$ cat src/rtl/im_loader_pkg.sv
// im_loader_pkg: shared types and constants for the boot-time program loader.
// Holds the loader state enum, the default sync byte and the IM word width.
package im_loader_pkg;

    localparam int          IM_WORD_W         = 16;
    localparam logic [7:0]  SYNC_BYTE_DEFAULT = 8'hA5;

    typedef enum logic [2:0] {
        ST_IDLE,
        ST_COUNT,
        ST_HI,
        ST_LO,
        ST_CHK,
        ST_RUN,
        ST_ERR
    } state_e;

endpackage

$ cat src/rtl/im_loader.sv
// im_loader: byte-stream program loader feeding the instruction memory write port.
// Frame: SYNC_BYTE, count N, N words (high byte first), optional XOR checksum byte.
// Holds the CPU in reset until a complete, valid image has been written.
//
// Ports:
//   clk, rst            clock, asynchronous active-high reset
//   rx_data/valid/ready byte stream input (valid/ready handshake)
//   im_a, im_d, im_we   registered instruction-memory write port
//   cpu_rst             CPU datapath reset, released once the image is loaded
//   done                image loaded, CPU running
//   err                 malformed or corrupt image
//
// Build option: IM_LOADER_CHECKSUM_EN adds the trailing XOR checksum byte.
module im_loader
    import im_loader_pkg::*;
#(
    parameter int         ADDR_W    = 5,
    parameter logic [7:0] SYNC_BYTE = SYNC_BYTE_DEFAULT
) (
    input  logic                 clk,
    input  logic                 rst,
    input  logic [7:0]           rx_data,
    input  logic                 rx_valid,
    output logic                 rx_ready,
    output logic [ADDR_W-1:0]    im_a,
    output logic [IM_WORD_W-1:0] im_d,
    output logic                 im_we,
    output logic                 cpu_rst,
    output logic                 done,
    output logic                 err
);

    // Largest legal count, widened so 2^ADDR_W itself is representable.
    localparam logic [8:0] MAX_N = 9'(1 << ADDR_W);

    state_e                 state_q, state_d;
    logic [ADDR_W-1:0]      idx_q, idx_d;
    logic [ADDR_W-1:0]      last_q, last_d;
    logic [7:0]             hi_q, hi_d;
    logic [ADDR_W-1:0]      im_a_q, im_a_d;
    logic [IM_WORD_W-1:0]   im_d_q, im_d_d;
    logic                   im_we_q, im_we_d;
    logic                   err_q, err_d;
    logic                   cpu_rst_q;
    logic                   done_q;

`ifdef IM_LOADER_CHECKSUM_EN
    logic [7:0]             chk_q, chk_d;
`endif

    logic                   acc;
    logic                   is_sync;
    logic                   cnt_ok;

    assign rx_ready = (state_q != ST_RUN);
    assign acc      = rx_valid & rx_ready;
    assign is_sync  = (rx_data == SYNC_BYTE);
    assign cnt_ok   = (rx_data != 8'd0) && ({1'b0, rx_data} <= MAX_N);

    always_comb begin
        state_d = state_q;
        idx_d   = idx_q;
        last_d  = last_q;
        hi_d    = hi_q;
        im_a_d  = im_a_q;
        im_d_d  = im_d_q;
        im_we_d = 1'b0;
`ifdef IM_LOADER_CHECKSUM_EN
        chk_d   = chk_q;
`endif
        unique case (state_q)
            ST_IDLE, ST_ERR: begin
                if (acc && is_sync) begin
                    state_d = ST_COUNT;
                    idx_d   = '0;
`ifdef IM_LOADER_CHECKSUM_EN
                    chk_d   = 8'd0;
`endif
                end
            end
            ST_COUNT: begin
                if (acc) begin
                    if (cnt_ok) begin
                        // Store N-1 so the last word is an equality test.
                        last_d  = ADDR_W'(rx_data - 8'd1);
                        idx_d   = '0;
                        state_d = ST_HI;
                    end else begin
                        state_d = ST_ERR;
                    end
                end
            end
            ST_HI: begin
                if (acc) begin
                    hi_d    = rx_data;
`ifdef IM_LOADER_CHECKSUM_EN
                    chk_d   = chk_q ^ rx_data;
`endif
                    state_d = ST_LO;
                end
            end
            ST_LO: begin
                if (acc) begin
                    im_we_d = 1'b1;
                    im_a_d  = idx_q;
                    im_d_d  = {hi_q, rx_data};
                    idx_d   = idx_q + ADDR_W'(1);
`ifdef IM_LOADER_CHECKSUM_EN
                    chk_d   = chk_q ^ rx_data;
`endif
                    if (idx_q == last_q) begin
`ifdef IM_LOADER_CHECKSUM_EN
                        state_d = ST_CHK;
`else
                        state_d = ST_RUN;
`endif
                    end else begin
                        state_d = ST_HI;
                    end
                end
            end
`ifdef IM_LOADER_CHECKSUM_EN
            ST_CHK: begin
                if (acc) begin
                    state_d = (rx_data == chk_q) ? ST_RUN : ST_ERR;
                end
            end
`endif
            ST_RUN: begin
                state_d = ST_RUN;
            end
            default: begin
                state_d = ST_IDLE;
            end
        endcase
        // err follows the state so it rises on the edge the bad byte lands.
        err_d = (state_d == ST_ERR);
    end

    always_ff @(posedge clk or posedge rst) begin
        if (rst) begin
            state_q   <= ST_IDLE;
            idx_q     <= '0;
            last_q    <= '0;
            hi_q      <= 8'd0;
            im_a_q    <= '0;
            im_d_q    <= '0;
            im_we_q   <= 1'b0;
            err_q     <= 1'b0;
            cpu_rst_q <= 1'b1;
            done_q    <= 1'b0;
        end else begin
            state_q   <= state_d;
            idx_q     <= idx_d;
            last_q    <= last_d;
            hi_q      <= hi_d;
            im_a_q    <= im_a_d;
            im_d_q    <= im_d_d;
            im_we_q   <= im_we_d;
            err_q     <= err_d;
            // Release lags RUN entry by one edge so the final IM write
            // lands no later than the CPU's first active edge.
            cpu_rst_q <= (state_q != ST_RUN);
            done_q    <= (state_q == ST_RUN);
        end
    end

`ifdef IM_LOADER_CHECKSUM_EN
    always_ff @(posedge clk or posedge rst) begin
        if (rst) begin
            chk_q <= 8'd0;
        end else begin
            chk_q <= chk_d;
        end
    end
`endif

    assign im_a    = im_a_q;
    assign im_d    = im_d_q;
    assign im_we   = im_we_q;
    assign err     = err_q;
    assign cpu_rst = cpu_rst_q;
    assign done    = done_q;

endmodule

$ cat config.mk
export PLATFORM = sky130hd
export DESIGN_NAME = im_loader
export DESIGN_NICKNAME = d
export VERILOG_FILES = /design/src/rtl/im_loader_pkg.sv /design/src/rtl/im_loader.sv
export SDC_FILE = /design/constraint.sdc
export NUM_CORES = 1
export LEC_CHECK = 0
export ABC_AREA = 1
export CORE_AREA = 10 10 82 84
export DETAILED_ROUTE_END_ITERATION = 16
export DIE_AREA = 0 0 92 94
export GPL_ROUTABILITY_DRIVEN = 0
export PLACE_DENSITY = 0.75
export SLEW_MARGIN = 20
export SYNTH_ARGS = -nofsm -noshare
export SYNTH_HDL_FRONTEND = slang
export SYNTH_SLANG_ARGS = --single-unit
$ cat constraint.sdc
create_clock -name clk -period 2.9 [get_ports clk]
set_clock_uncertainty 0.05 [all_clocks]
set_input_delay 0.58 -clock clk [delete_from_list [all_inputs] [get_ports clk]]
set_output_delay 0.58 -clock clk [all_outputs]
set_load 0.01 [all_outputs]
Yosys cells after proc, flatten, opt, wreduce, memory -nomap -nowiden
Cells that the tools add are included.

operators by class
  $add $sub $neg = 2
  order comparisons = 1
  equality and inequality tests = 13
  mux-type cells = 14
  bitwise operators = 1
  reduce and logical (&&, ||, !) cells = 10

operators by type and width
  kind                                                 count
  two-way mux 5 bit                                    4
  two-way mux 3 bit                                    6
  one-hot mux 3 bit (5 select lines)                   1
  one-hot mux 5 bit (3 select lines)                   1
  equality test 3 bit, second input constant           3
  equality test 8 bit, second input constant           1
  <= comparator 8 x 6 -> 1 bit, second input constant  1
  inequality test 2 bit, second input constant         4
  nonzero test 8 bit                                   1
  equality test 3 x 2 -> 1 bit, second input constant  2
  adder 5 x 1 -> 5 bit, second input constant          1
  equality test 5 bit                                  1
  AND reduction 5 bit                                  1
  subtractor 5 x 1 -> 5 bit, second input constant     1
  AND reduction 2 bit                                  2
  equality test 3 x 1 -> 1 bit, second input constant  1
  zero test 3 bit                                      1
  inequality test 3 bit, second input constant         1
  AND reduction 3 bit                                  1
  nonzero test 3 bit                                   1
  logical AND 1 bit                                    2
  two-way mux 1 bit                                    2
  OR reduction 2 bit                                   1
  bitwise AND 1 bit                                    1

storage, ports and cells
  flip-flop bits (word level) = 46
  bits of input ports = 11
  output and inout bits = 26
  logic and storage cells = 51

Logic depth before layout (Yosys ltp)
  depth after elaboration = 6
  gate-level depth with buffers = 10

Worst setup path after synthesis
OpenSTA, ideal clock, no wires.

  kind = input to register
  start = input port rx_data[1]
  end = register idx_q[0]
  data arrival time = 1505 ps
  required time = 2725 ps
  slack = 1220 ps
  cell stages on the path = 9
  cell sequence = inv_1 > ha_1 > nand3_1 > nand2_1 > nand3_2 > nand2_1 > nand3_4 > nand2_1 > o21ai_1

on the way
  longest elaborated chain between the ends = 4
  elaborated cells on any way between the ends = 8
  those cells by class = 1 x order compare; 3 x eq/ne; 4 x reduce/logical

ends and longest elaborated chain
  element                                                     line                              source
  start, declared                                             im_loader.sv:22                   input logic [7:0] rx_data,
  <= comparator 8 x 6 -> 1 bit, or another cell as far along  im_loader.sv:58                   assign cnt_ok = (rx_data != 8'd0) && ({1'b0, rx_data} <= MAX_N);
  logical AND 1 bit, on equally long branches                 im_loader.sv:58, im_loader.sv:73
  inequality test 2 bit (no line)                             -
  AND reduction 5 bit (no line) (*)                           -
  end signal, assigned                                        im_loader.sv:154                  idx_q <= idx_d;
  end, declared                                               im_loader.sv:37                   logic [ADDR_W-1:0] idx_q, idx_d;

Every way passes the cells marked *; elsewhere a longest branch is shown, timed or not.
A chain may end at the register's enable or synchronous reset.

Final worst setup path
  start = register state_q[2]
  end = output port rx_ready

on the way
  longest elaborated chain between the ends = 1

ends and longest elaborated chain
  element                 line              source
  start, declared         im_loader.sv:36   state_e state_q, state_d;
  start signal, assigned  im_loader.sv:153  state_q <= state_d;
  inequality test 3 bit   im_loader.sv:55   assign rx_ready = (state_q != ST_RUN);
  end, declared           im_loader.sv:24   output logic rx_ready,

Every way passes these cells.

==> impl_metrics.toml <==
[min_path]
min_path_type = "register to register"

[logic_synthesis]
syn_nets = 272
syn_inst = 258
synth_commonest_cells = "nand2_1 (98), dfrtp_1 (45), o21ai_1 (20)"
synth.most_common_cell = "nand2_1"
synthDistinctLibCells = 26
post-synth-top-area-cell = "dfrtp_1"
syn_avg_cell_area_um2 = 8.269
ys_seq_area_share_pct = 54.02
ys.flop_type = "dfrtp_1"
netlist_area_um2 = 2133
ys_top_cells_by_area = "dfrtp_1 (53%), nand2_1 (17%), o21ai_1 (4.7%)"
async_flop_share_pct = 100.0
ys_seq_elements = 46
synth_edf_count = 0
synth-warning-count = 0
yosysTopAreaCellShare_pct = 52.79

[layout]
finalInstanceArea_um2 = 2666
fin_util_pct = 52.54
multi_input_area_um2 = 848.3
fill_cells = 498
antenna_cells = 0
syn2layout_area_growth_pct = 24.99
seq_area_um2 = 1152
finalNetCount = 313
drive_above_1_share_pct = 11.67

[global_routing]
groute.layer.met3.usage_pct = 4.077
grt_pass1_vias = 1667
gr-max-usage-layer = "met2"
grt_util_met2_pct = 18.88
grt_overflow_total = 0
antenna_found_initial = 0
grt_max_degree = 21
grt_pass1_wl_mm = 8.148
grtUsageTotal_pct = 11.70
met1_usage_pct = 13.84

[floorplanning]
io_pins = 37
die_y_um = 94
fp-row-count = 26
core_area_um2 = 5075
dieArea_um2 = 8648
start_util_pct = 42.04
die_w_um = 92

[power_and_ir_drop]
irDropWorstVdd_mv = 0.2661
p_leak_nw = 1.302
power_density_nw_per_um2 = 820.4

[timing]
final.min_clock_period_ns = 2.200
max_slew_margin_pct = 59.46
max_freq_mhz = 454.5
hold_violations = 0
setup_violations = 0
worstMarginPinSlew_ns = 0.6044
rsz0062_at_grt = "false"
slew_violations = 0
tns_ns = 0
fin_crit_sh_pct = 75.87

[detailed_routing]
wirelength_mm = 4.631
drt_iter0_drc = 81
vias = 1731
drc_errors = 0
post_drt_wl_per_cell_um = 12.52
firstDrtPassIters = 4
via_per_inst = 4.678
ant_nets = 0

[cts]
h-tree-depth = 2
cts_buffers = 5
ctsHoldBuffers = 0
clk_latency_ns = 0.30
numClockSinks = 46
root_buffer = "clkbuf_8"
cts_tree = "yes"
clk_path_buf_depth = 2
post_cts_resized = 0
cts.reportedPaths.clkPinSlew_ns = 0.09
cts_setup_buffers = 0

[outcome]
status = "complete, no violations"

[worst_setup_path]
max_stage_delay_ns = 0.58
path_max_fanout = 6
cp-start-kind = "register"
critPathSlowestCell = "clkdlybuf4s50_1"
crit_arrival_ns = 1.57
crit_type = "register to output pin"
end_kind = "output pin"
critical_path.cell_chain = "nand3_1 -> clkdlybuf4s50_1"
crit_buf_inv = 1
required_ns = 2.27
crit_family = "buffers and inverters"

[placed_design]
port_buffers = 36
postPlaceCellArea_um2 = 2576
place_hpwl_mm = 3.531

[job]
max_cap_violations = 0
## flip-flops by register name (all words and copies together) (netlist names)
| register | cells |
|---|---|
| im_d | 16 |
| cpu_rst | 1 |
| last_q | 5 |
| done | 1 |
| idx_q | 5 |
| state_q | 3 |
| hi_q | 8 |
| im_we | 1 |
| im_a | 5 |
| err | 1 |
## kinds of logic after synthesis
kind of cell	count (synthesis)	synth area share, %
DFF	46	54.02
adders and majority gates	3	1.760
xor gates and xnor gates	2	0.8213
AOI/OAI and AO/OA	38	9.209
buffers and inverters	33	6.217
and+or+nand+nor	136	27.98
## cell type report
cell class	count	area share, %
repair buffers	39	14.36
inverters	28	3.942
clock inverters	3	0.7977
well taps	70	3.285
flip-flops and latches	46	43.22
multi-input cells	179	31.82
clock buffers	5	2.581
## path summary, 6_finish.rpt
path | start | end | slack [ns] | cells past startpoint
worst min-delay path | hi_q[7]$_DFFE_PP0P_ | im_d[15]$_DFFE_PP0P_ | 0.43 | 2
worst max-delay path | state_q[2]$_DFF_PP0_ | rx_ready | 0.70 | 2
worst max register to register | state_q[2]$_DFF_PP0_ | im_d[2]$_DFFE_PP0P_ | 1.13 | 7
max in group asynchronous | rst | cpu_rst$_DFF_PP1_ | 1.63 | 3
min in group asynchronous | rst | im_d[11]$_DFFE_PP0P_ | 0.52 | 2
worst min register to register | hi_q[7]$_DFFE_PP0P_ | im_d[15]$_DFFE_PP0P_ | 0.43 | 2
## per-layer routing
layer	part of all wire (%)	wire (um)
met2	47	2169
met1	45	2106
met3	5.9	271
met4	1.8	83
met5	0	0
## metrics by stage
stage	cells	setup slack (ns)	hold slack [ns]	total power [mW]
2_1_floorplan	258	1.184	0.3922	1.469
3_3_place_gp	362	0.6783	0.4037	1.790
3_5_place_dp	362	0.6243	0.4094	1.815
4_1_cts	370	0.6852	0.4305	2.204
5_1_grt	370	0.6121	0.4521	2.365
6_report	370	0.6997	0.4264	2.187
## power breakdown
group          leakage [nW]  internal, mW  switching (mW)
combinational         0.664         0.375           0.429
sequential            0.594         0.852           0.137
clock                0.0441         0.169           0.225
total                  1.30          1.40           0.791
## worst reg2reg max path, cell delays in order (launching register included)
cell	delay, ns
dfrtp_1	0.47
inv_2	0.12
nand2_4	0.07
nor2_4	0.19
nand2_2	0.30
buf_4	0.31
nand2_1	0.07
o21ai_1	0.06
## placed cells by master, fill, tap and decap left out, drive strengths merged
cell / netlist / routed
dfstp: 1 / 1
clkdlybuf4s50: 0 / 36
nand3: 12 / 12
buf: 5 / 3
nand2: 103 / 103
xor2: 2 / 2
or2: 1 / 1
ha: 3 / 3
o21a: 1 / 1
inv: 26 / 25
clkinv: 2 / 5
dfrtp: 45 / 45
a21oi: 3 / 3
o21ai: 34 / 34
clkinvlp: 0 / 1
clkbuf: 0 / 5
nor3: 1 / 1
nand4: 2 / 2
nor2: 17 / 17
Note: power is estimated with default switching activity, not from simulation.
